**config.mk**
```make
export PLATFORM = sky130hd
export DESIGN_NAME = i2c_reg_target
export DESIGN_NICKNAME = d
export VERILOG_FILES = /design/src/rtl/i2c_reg_target.sv
export SDC_FILE = /design/constraint.sdc
export NUM_CORES = 1
export LEC_CHECK = 0
export BUFFER_PORTS_ARGS = -buffer_cell sky130_fd_sc_hd__buf_2
export CORE_ASPECT_RATIO = 1.2
export CORE_MARGIN = 2
export CORE_UTILIZATION = 60
export DETAILED_ROUTE_END_ITERATION = 16
export GPL_TIMING_DRIVEN = 0
export PLACE_DENSITY = 0.78
export REMOVE_ABC_BUFFERS = 1
export SYNTH_ARGS = -nofsm -noshare
export SYNTH_HDL_FRONTEND = slang
export SYNTH_SLANG_ARGS = --single-unit
```
**constraint.sdc**
```tcl
create_clock -name clk -period 3.6 [get_ports clk]
set_input_delay 0.18 -clock clk [delete_from_list [all_inputs] [get_ports clk]]
set_output_delay 0.18 -clock clk [all_outputs]
set_load 0.03 [all_outputs]
```
**src/rtl/i2c_reg_target.sv**
```systemverilog
// I2C target: fixed 7-bit address, pointer byte, then auto-incrementing register read/write.
// Inputs lag the pins by sync+filter; SDA changes 1 clk after filtered SCL fall; no clock stretching.
module i2c_reg_target #(
  parameter logic [6:0] DEV_ADDR       = 7'h4D,
  parameter int         REG_ADDR_WIDTH = 4,
  parameter int         FILTER_LEN     = 4
) (
  input  logic                      clk,
  input  logic                      rstn,
  input  logic                      scl_i,
  input  logic                      sda_i,
  output logic                      sda_o,
  output logic                      sda_t,
  output logic                      busy,
  output logic                      bus_active,
  output logic                      wr_strobe,
  output logic [REG_ADDR_WIDTH-1:0] wr_addr,
  output logic [7:0]                wr_data,
  input  logic [REG_ADDR_WIDTH-1:0] host_addr,
  input  logic                      host_we,
  input  logic [7:0]                host_wdata,
  output logic [7:0]                host_rdata
);
  localparam int NREGS = 1 << REG_ADDR_WIDTH;
  localparam logic [REG_ADDR_WIDTH-1:0] PTR_ONE = REG_ADDR_WIDTH'(1);

  typedef enum logic [3:0] {
    IDLE, ADDR, ADDR_ACK, PTR, PTR_ACK, WDATA, WDATA_ACK, RDATA, RACK
  } state_t;

  state_t state, state_nxt;

  logic [1:0]            scl_sync, sda_sync;
  logic [FILTER_LEN-1:0] scl_hist, sda_hist;
  logic                  scl_f, sda_f, scl_d, sda_d;
  logic                  scl_rise, scl_fall, start_det, stop_det;

  logic [NREGS-1:0][7:0]     regs;
  logic [REG_ADDR_WIDTH-1:0] ptr;
  logic [7:0]                sh;
  logic [7:0]                rd_byte;
  logic [3:0]                cnt;
  logic                      ack_bit;
  logic                      rel_nxt, cnt_clr, ptr_go, wr_go, rd_go, tx_shift;
  logic                      busy_set, busy_clr, bit_state, rx_state;

  // A filtered line only flips after FILTER_LEN identical synchronized samples.
  always_ff @(posedge clk or negedge rstn) begin
    if (!rstn) begin
      scl_sync <= 2'b11;
      sda_sync <= 2'b11;
      scl_hist <= '1;
      sda_hist <= '1;
      scl_f    <= 1'b1;
      sda_f    <= 1'b1;
      scl_d    <= 1'b1;
      sda_d    <= 1'b1;
    end else begin
      scl_sync <= {scl_sync[0], scl_i};
      sda_sync <= {sda_sync[0], sda_i};
      scl_hist <= {scl_hist[FILTER_LEN-2:0], scl_sync[1]};
      sda_hist <= {sda_hist[FILTER_LEN-2:0], sda_sync[1]};
      if (&scl_hist) scl_f <= 1'b1;
      else if (~|scl_hist) scl_f <= 1'b0;
      if (&sda_hist) sda_f <= 1'b1;
      else if (~|sda_hist) sda_f <= 1'b0;
      scl_d <= scl_f;
      sda_d <= sda_f;
    end
  end

  assign scl_rise  = scl_f & ~scl_d;
  assign scl_fall  = ~scl_f & scl_d;
  assign start_det = scl_f & scl_d & sda_d & ~sda_f;
  assign stop_det  = scl_f & scl_d & ~sda_d & sda_f;
  assign rd_byte   = regs[ptr];
  assign rx_state  = (state == ADDR) || (state == PTR) || (state == WDATA);
  assign bit_state = rx_state || (state == RDATA) || (state == RACK);
  assign sda_o     = sda_t;

  always_ff @(posedge clk or negedge rstn) begin
    if (!rstn) state <= IDLE;
    else       state <= state_nxt;
  end

  // Every bit-level transition happens on the filtered SCL falling edge.
  always_comb begin
    state_nxt = state;
    rel_nxt   = sda_t;
    cnt_clr   = 1'b0;
    ptr_go    = 1'b0;
    wr_go     = 1'b0;
    rd_go     = 1'b0;
    tx_shift  = 1'b0;
    busy_set  = 1'b0;
    busy_clr  = 1'b0;
    if (stop_det) begin
      state_nxt = IDLE;
      rel_nxt   = 1'b1;
      busy_clr  = 1'b1;
    end else if (start_det) begin
      state_nxt = ADDR;
      rel_nxt   = 1'b1;
      cnt_clr   = 1'b1;
    end else if (scl_fall) begin
      case (state)
        ADDR: if (cnt == 4'd8) begin
          if (sh[7:1] == DEV_ADDR) begin
            state_nxt = ADDR_ACK;
            rel_nxt   = 1'b0;
            busy_set  = 1'b1;
          end else begin
            state_nxt = IDLE;
            busy_clr  = 1'b1;
          end
        end
        ADDR_ACK: begin
          cnt_clr = 1'b1;
          if (sh[0]) begin
            state_nxt = RDATA;
            rd_go     = 1'b1;
            rel_nxt   = rd_byte[7];
          end else begin
            state_nxt = PTR;
            rel_nxt   = 1'b1;
          end
        end
        PTR: if (cnt == 4'd8) begin
          state_nxt = PTR_ACK;
          rel_nxt   = 1'b0;
          ptr_go    = 1'b1;
        end
        WDATA: if (cnt == 4'd8) begin
          state_nxt = WDATA_ACK;
          rel_nxt   = 1'b0;
          wr_go     = 1'b1;
        end
        PTR_ACK, WDATA_ACK: begin
          state_nxt = WDATA;
          rel_nxt   = 1'b1;
          cnt_clr   = 1'b1;
        end
        RDATA: if (cnt == 4'd8) begin
          state_nxt = RACK;
          rel_nxt   = 1'b1;
          cnt_clr   = 1'b1;
        end else if (cnt != 4'd0) begin
          rel_nxt  = sh[6];
          tx_shift = 1'b1;
        end
        RACK: if (cnt != 4'd0) begin
          if (!ack_bit) begin
            state_nxt = RDATA;
            rd_go     = 1'b1;
            rel_nxt   = rd_byte[7];
            cnt_clr   = 1'b1;
          end else begin
            state_nxt = IDLE;
            rel_nxt   = 1'b1;
            busy_clr  = 1'b1;
          end
        end
        default: ;
      endcase
    end
  end

  always_ff @(posedge clk or negedge rstn) begin
    if (!rstn) begin
      sda_t      <= 1'b1;
      cnt        <= '0;
      sh         <= '0;
      ptr        <= '0;
      ack_bit    <= 1'b1;
      busy       <= 1'b0;
      bus_active <= 1'b0;
      wr_strobe  <= 1'b0;
      wr_addr    <= '0;
      wr_data    <= '0;
      host_rdata <= '0;
      regs       <= '0;
    end else begin
      sda_t     <= rel_nxt;
      wr_strobe <= wr_go;
      if (cnt_clr) cnt <= '0;
      else if (scl_rise && bit_state) cnt <= cnt + 4'd1;
      if (rd_go) sh <= rd_byte;
      else if (tx_shift) sh <= {sh[6:0], 1'b0};
      else if (scl_rise && rx_state) sh <= {sh[6:0], sda_f};
      if (scl_rise && state == RACK) ack_bit <= sda_f;
      if (ptr_go) ptr <= sh[REG_ADDR_WIDTH-1:0];
      else if (rd_go || wr_go) ptr <= ptr + PTR_ONE;
      if (wr_go) begin
        wr_addr <= ptr;
        wr_data <= sh;
      end
      if (busy_clr) busy <= 1'b0;
      else if (busy_set) busy <= 1'b1;
      if (stop_det) bus_active <= 1'b0;
      else if (start_det) bus_active <= 1'b1;
      // I2C write is issued last so it overrides a same-index host write.
      if (host_we) regs[host_addr] <= host_wdata;
      if (wr_go) regs[ptr] <= sh;
      host_rdata <= regs[host_addr];
    end
  end
endmodule

```
Word-level counts from Yosys, hierarchy flattened:

Cells that the tools add are included.

* flip-flop bits (word level): 189
* input bits: 17
* logic and storage cells: 192

* add/sub/neg operators: 2
* magnitude comparators: 4
* eq/ne operators: 20
* muxes and demuxes: 91
* bitwise gates (word level): 11
* reductions and logical operators: 28

Operators by type and width (count)
* 128-bit bitwise mux: 2
* 128-bit 2-to-1 mux: 2
* 8-bit binary-select mux with 4-bit select: 2
* 8-bit demux with 4-bit select: 2
* 1-bit 2-to-1 mux: 56
* 8-bit 2-to-1 mux: 7
* 4-bit 2-to-1 mux: 12
* 4-bit one-hot mux with 7 select lines: 1
* 4-bit by 3-bit inequality test with 1-bit output, second input constant: 5
* 4-bit by 3-bit equality test with 1-bit output, second input constant: 4
* 7-bit AND reduction: 2
* 4-bit by 5-bit < comparator with 1-bit output, second input constant: 2
* 9-bit nonzero test: 1
* 4-bit by 1-bit adder with 4-bit output, second input constant: 2
* 4-bit by 2-bit equality test with 1-bit output, second input constant: 2
* 4-bit equality test, second input constant: 2
* 4-bit by 1-bit greater-or-equal comparator with 1-bit output, second input constant: 2
* 4-bit AND reduction: 2
* 2-bit nonzero test: 4
* 8-bit nonzero test: 1
* 4-bit OR reduction: 2
* 1-bit bitwise AND: 7
* 7-bit equality test, second input constant: 1
* 3-bit 2-to-1 mux: 2
* other kinds (16): 31

Longest topological paths before layout:

* depth in word-level cells: 9
* mapped depth: 10

Least setup slack after synthesis:

Ideal clock, no wire load.

* kind: reg-to-reg
* from: register ptr[0]
* to: register sh[1]
* data arrival time: 2.213 ns
* slack: 1.261 ns
* stages on the path, launching flop included: 7
* period minus slack after synthesis: 2.339 ns
* path through: dfrtp_1 > buf_2 > buf_2 > mux4_2 > mux4_2 > nor2b_1 > a221o_1

* cells in the longest elaborated chain, start to end: 3

RTL lines
* from (decl): line 39 `logic [REG_ADDR_WIDTH-1:0] ptr;`
* from (signal assigned): line 191 `if (ptr_go) ptr <= sh[REG_ADDR_WIDTH-1:0];`
* from (signal assigned): line 192 `else if (rd_go || wr_go) ptr <= ptr + PTR_ONE;`
* 8-bit binary-select mux with 4-bit select: line 76 `assign rd_byte = regs[ptr];`
* 8-bit 2-to-1 mux (not written as such): line 76
* 8-bit 2-to-1 mux: line 187 `if (rd_go) sh <= rd_byte;`
* to (signal assigned): line 187
* to (signal assigned): line 188 `else if (tx_shift) sh <= {sh[6:0], 1'b0};`
* to (signal assigned): line 189 `else if (scl_rise && rx_state) sh <= {sh[6:0], sda_f};`
* to (decl): line 40 `logic [7:0] sh;`

No other way between the ends. The select of a mux whose other input is x is not followed.
A chain may end at the register's enable or synchronous reset.

Worst setup path in the final report:

* from: register state[0]
* to: register regs[105] (netlist name)

* cells in the longest elaborated chain, start to end: 6

RTL lines
* from (decl): line 31 `state_t state, state_nxt;`
* from (signal assigned): line 83 `else state <= state_nxt;`
* 4-bit by 3-bit equality test with 1-bit output: line 106 `case (state)`
* 1-bit 2-to-1 mux: line 106
* 1-bit 2-to-1 mux: line 105 `end else if (scl_fall) begin`
* 1-bit 2-to-1 mux: line 101 `end else if (start_det) begin`
* 1-bit 2-to-1 mux: line 97 `if (stop_det) begin`
* 128-bit 2-to-1 mux: line 203 `if (wr_go) regs[ptr] <= sh;`
* to (signal, indexed assignment): line 202 `if (host_we) regs[host_addr] <= host_wdata;`
* to (signal, indexed assignment): line 203
* to (decl): line 38 `logic [NREGS-1:0][7:0] regs;`

No other way between the ends.

==> metrics list <==
- Unrepaired setup endpoints after global routing: no
- The synthesized netlist devotes 9.10% of its cell area to compound gates.
- Area share of and/or/nand/nor cells after synthesis: 11.1%
- Aggregate global routing overflow: 0
- Number of enable flip-flop cells after synthesis: 0
* Share of cells above drive strength 1: 21.2%
- The synthesized netlist devotes 0.487% of its cell area to XOR and XNOR gates.
- Minimum clock period after layout: 3.11 ns
- Fraction of registers with async set or reset after synthesis: 100%
- Final standard cell count with taps included and fillers excluded: 1179
- Cell total after placement: 1142
- The flow ran to the end, and the final reports show no timing, DRC or antenna violations.
- Class of the most critical setup path: flop to flop
* Post-DR wirelength/cell: 22.6 um
* DRC: 0
- Max IR drop VDD: 363 uV
* Placeable core region: 17600 um^2
- Summed over its instances, the top area cell type makes up 39.6% of the synthesized netlist area.
- Along the worst path, the maximum fanout reaches 29.
- The clock passes through at most 2 buffers.
- Number of H-tree levels: 4
- The initial utilization of the core area, before any placement, comes to 61.4%.
* Pwr Total: 5.77 mW
- Post-placement setup slack: -0.123 ns
* Mapped Avg Cell Area: 11.2 um^2
- CTS Buf Count: 17
- Largest clock skew in the final design: 0.00881 ns
- dfrtp_1 takes more of the synthesized area than any other cell.
- Die height: 151 um
- Using the TritonRoute via totals, the vias-per-cell ratio works out to 6.63.
- The synthesized netlist devotes 0.695% of its cell area to adder and majority cells.
- The worst hold path belongs to the class primary input to flop.
- Fill cells in the final layout number 1289.
* Post-route standard cell area excluding fillers: 11600 um^2
- Static leakage: 5.00 nW
* Drt first pass iters: 5
- The worst pin sits at a relative slew slack of 18.1%.
- Required time of the critical path: 3.89 ns
- #FFs+latches synth: 189
* First-pass GRT wire length: 42.2 mm
- HPWL Detailed: 17.7 mm
- Power spread over the standard cell area amounts to 496 nW/um^2.
- In this run the clock root is driven by a clkbuf_16.
- Tcrit/Tclk final: 86.3%
- Number of violations reported at the end of detailed-routing iteration 0: 813
- Number of nets with antenna violations after detailed routing: 0
- DR vias: 7821
* Diode count: 0
- Clock-pin slew on the worst setup and hold paths: 0.07 ns
- At the later pin of the worst-skew pair, clock insertion delay measures 0.45 ns.
- Clock tree synthesis found a total of 189 sinks.
- GRT Util Overall: 28.9%
- Ranked by total cell area, the synthesized netlist is headed by dfrtp_1, mux4_2, mux2i_1.
- The count of final max-slew check failures was 0.
* Number of distinct library cells after synthesis: 53
- After detailed routing, the total wire length is 26.6 mm.
- Max-cap violations in this run came to 0.
* Multiplexer share of the synthesized area: 31.1%
- Number of port buffers: 41
- Number of nets in the layout: 969
* Element type at the critical path end: flop
- Routability Congestion: 0.879
* Actual slew at the worst max-slew pin: 1.23 ns
- Predominant post-synthesis flop cell: dfrtp_1
- Data arrival time of the critical path: 3.40 ns
- Clock tree from TritonCTS: built
- Setup violations remaining at the end of the flow were counted as 0.
- Syn Std Cell Area: 10800 um^2
- Worst setup SP type: flop
- Std cell rows: 53
- I/O pin count: 42
- For this run, the top clock speed supported by timing is 322 MHz.
* Share of the yosys chip area belonging to registers: 44.0%
* Final hold violations: 0
* Number of antenna violations at the first check in global routing: 0
- Die Footprint: 19100 um^2
- During synthesis, Yosys emitted a total of 0 warnings.
- Pin count of the biggest net entering global routing: 123
- From left edge to right edge, the die measures 126 um.
- From synthesis to final layout, the design area changed by 7.80%.
- By area, the combinational part of the netlist is dominated by multiplexers.
* Number of global-route vias before repair: 7662
- In the synthesized netlist, the number of instances is 961.
* Cell area reported after detailed placement: 11000 um^2
* Final critical-path setup slack: 0.493 ns
## cells in the final DEF (no fill, tap or decap), types with 3 or more instances in the layout
master | Yosys | routed
nor2_1 | 155 | 155
nor2b_1 | 17 | 17
ha_1 | 6 | 6
dlygate4sd3_1 | 0 | 3
buf_2 | 15 | 40
a31oi_1 | 4 | 4
o22ai_1 | 3 | 3
dfstp_2 | 18 | 18
o21ai_0 | 7 | 7
a22oi_1 | 3 | 3
clkbuf_16 | 0 | 18
inv_1 | 7 | 7
nand2b_1 | 9 | 9
inv_6 | 0 | 6
a21o_1 | 4 | 4
nand2_1 | 15 | 15
xnor2_1 | 4 | 4
nand3_1 | 22 | 20
a221o_1 | 6 | 6
mux4_2 | 78 | 78
nand4_1 | 6 | 6
nor3_1 | 4 | 4
a21oi_1 | 139 | 139
dfrtp_1 | 171 | 169
nor3b_1 | 4 | 4
clkinv_4 | 0 | 3
mux2i_1 | 141 | 141
mux2_2 | 17 | 17
or3_1 | 5 | 5
and2_1 | 3 | 3
nand3b_1 | 3 | 3
## worst paths after layout
check | from | end | slack, ns | depth (start not counted)
min in group asynchronous | rstn | bus_active$_DFFE_PN0N_ | 0.28 | 2
max in group asynchronous | rstn | wr_data[2]$_DFFE_PN0N_ | 2.30 | 3
max | state[0]$_DFFE_PN0P_ | regs[105]$_DFF_PN0_ | 0.49 | 5
min | host_wdata[2] | regs[82]$_DFF_PN0_ | 0.21 | 3
max reg2reg | state[0]$_DFFE_PN0P_ | regs[105]$_DFF_PN0_ | 0.49 | 5
min reg2reg | sda_sync[0]$_DFF_PN1_ | sda_sync[1]$_DFF_PN1_ | 0.36 | 0
## cell families after synthesis
| logic type | Yosys count |
|---|---|
| adders and majority gates | 6 |
| and+or+nand+nor | 257 |
| DFF | 189 |
| buffers and inverters | 90 |
| muxes | 236 |
| AOI/OAI and AO/OA | 177 |
| xor gates and xnor gates | 6 |
## registers in the layout, summed over array words and instances (netlist names), 8 cells and up
| signal | count |
|---|---|
| host_rdata | 8 |
| wr_data | 8 |
| regs | 128 |
| sh | 8 |
## stage by stage
stage | hold slack, ns | utilization (%) | setup TNS (ns)
finish | 0.214 | 66.2 | 0
global route | 0.229 | 66.2 | 0
CTS | 0.200 | 66.1 | 0
detailed placement | 0.178 | 62.7 | -4.29
global placement | 0.286 | 62.2 | -130.09
floorplan | -0.116 | - | 0
## repair_timing
item / CTS / global route
setup endpoints to repair: 124 / 13
buffers inserted: 0 / 2
hold endpoints to repair: 52 / 0
pin swaps: 0 / 2
resized for setup: 1 / 3
hold buffers: 3 / 0
## where the power goes
group / total, mW / internal (mW) / switching, mW
Combinational: 1.12 / 0.618 / 0.505
Clock: 1.85 / 0.951 / 0.896
Sequential: 2.80 / 2.52 / 0.283
## metal layers
layer  global-route usage [%]  up-vias  routed length [um]  share of wire (%)
li1                         -     3488                   -                  -
met1                     37.5     3927               10600                 40
met2                     48.7      350               13600                 51
met3                     5.30       56                1770                6.6
met4                     11.3        0                 698                2.6
met5                        0        -                   0                  0
## Yosys cell counts, types with 3 or more instances
library cell  count
a21oi_1         139
a22oi_1           3
a221o_1           6
nor3_1            4
dfstp_2          18
nand3_1          22
and2_1            3
inv_1             7
o22ai_1           3
nand2b_1          9
nor2_1          155
clkbuf_1         59
mux4_2           78
a31oi_1           4
mux2i_1         141
nand3b_1          3
or3_1             5
xnor2_1           4
mux2_2           17
nor3b_1           4
dfrtp_1         171
o21ai_0           7
a21o_1            4
buf_1             6
ha_1              6
nand4_1           6
nand2_1          15
nor2b_1          17
buf_2            15
## worst max-delay path, stage by stage (launching register included)
cell and delay (ns):
dfrtp_1 0.69, nor2b_1 0.55, and4_4 0.62, nand4_1 0.67, nor2_1 0.33, a21oi_1 0.07
## cell type report
cell class / instances / area, um^2 / area share, %
Multi-Input combinational cell: 682 / 5690 / 48.8
Timing Repair Buffer: 49 / 328 / 2.82
Tap cell: 220 / 275 / 2.37
Clock buffer: 18 / 450 / 3.87
Sequential cell: 189 / 4750 / 40.9
Clock inverter: 14 / 119 / 1.02
Inverter: 7 / 26.3 / 0.226
No activity file was read; power rests on OpenSTA's default activity.
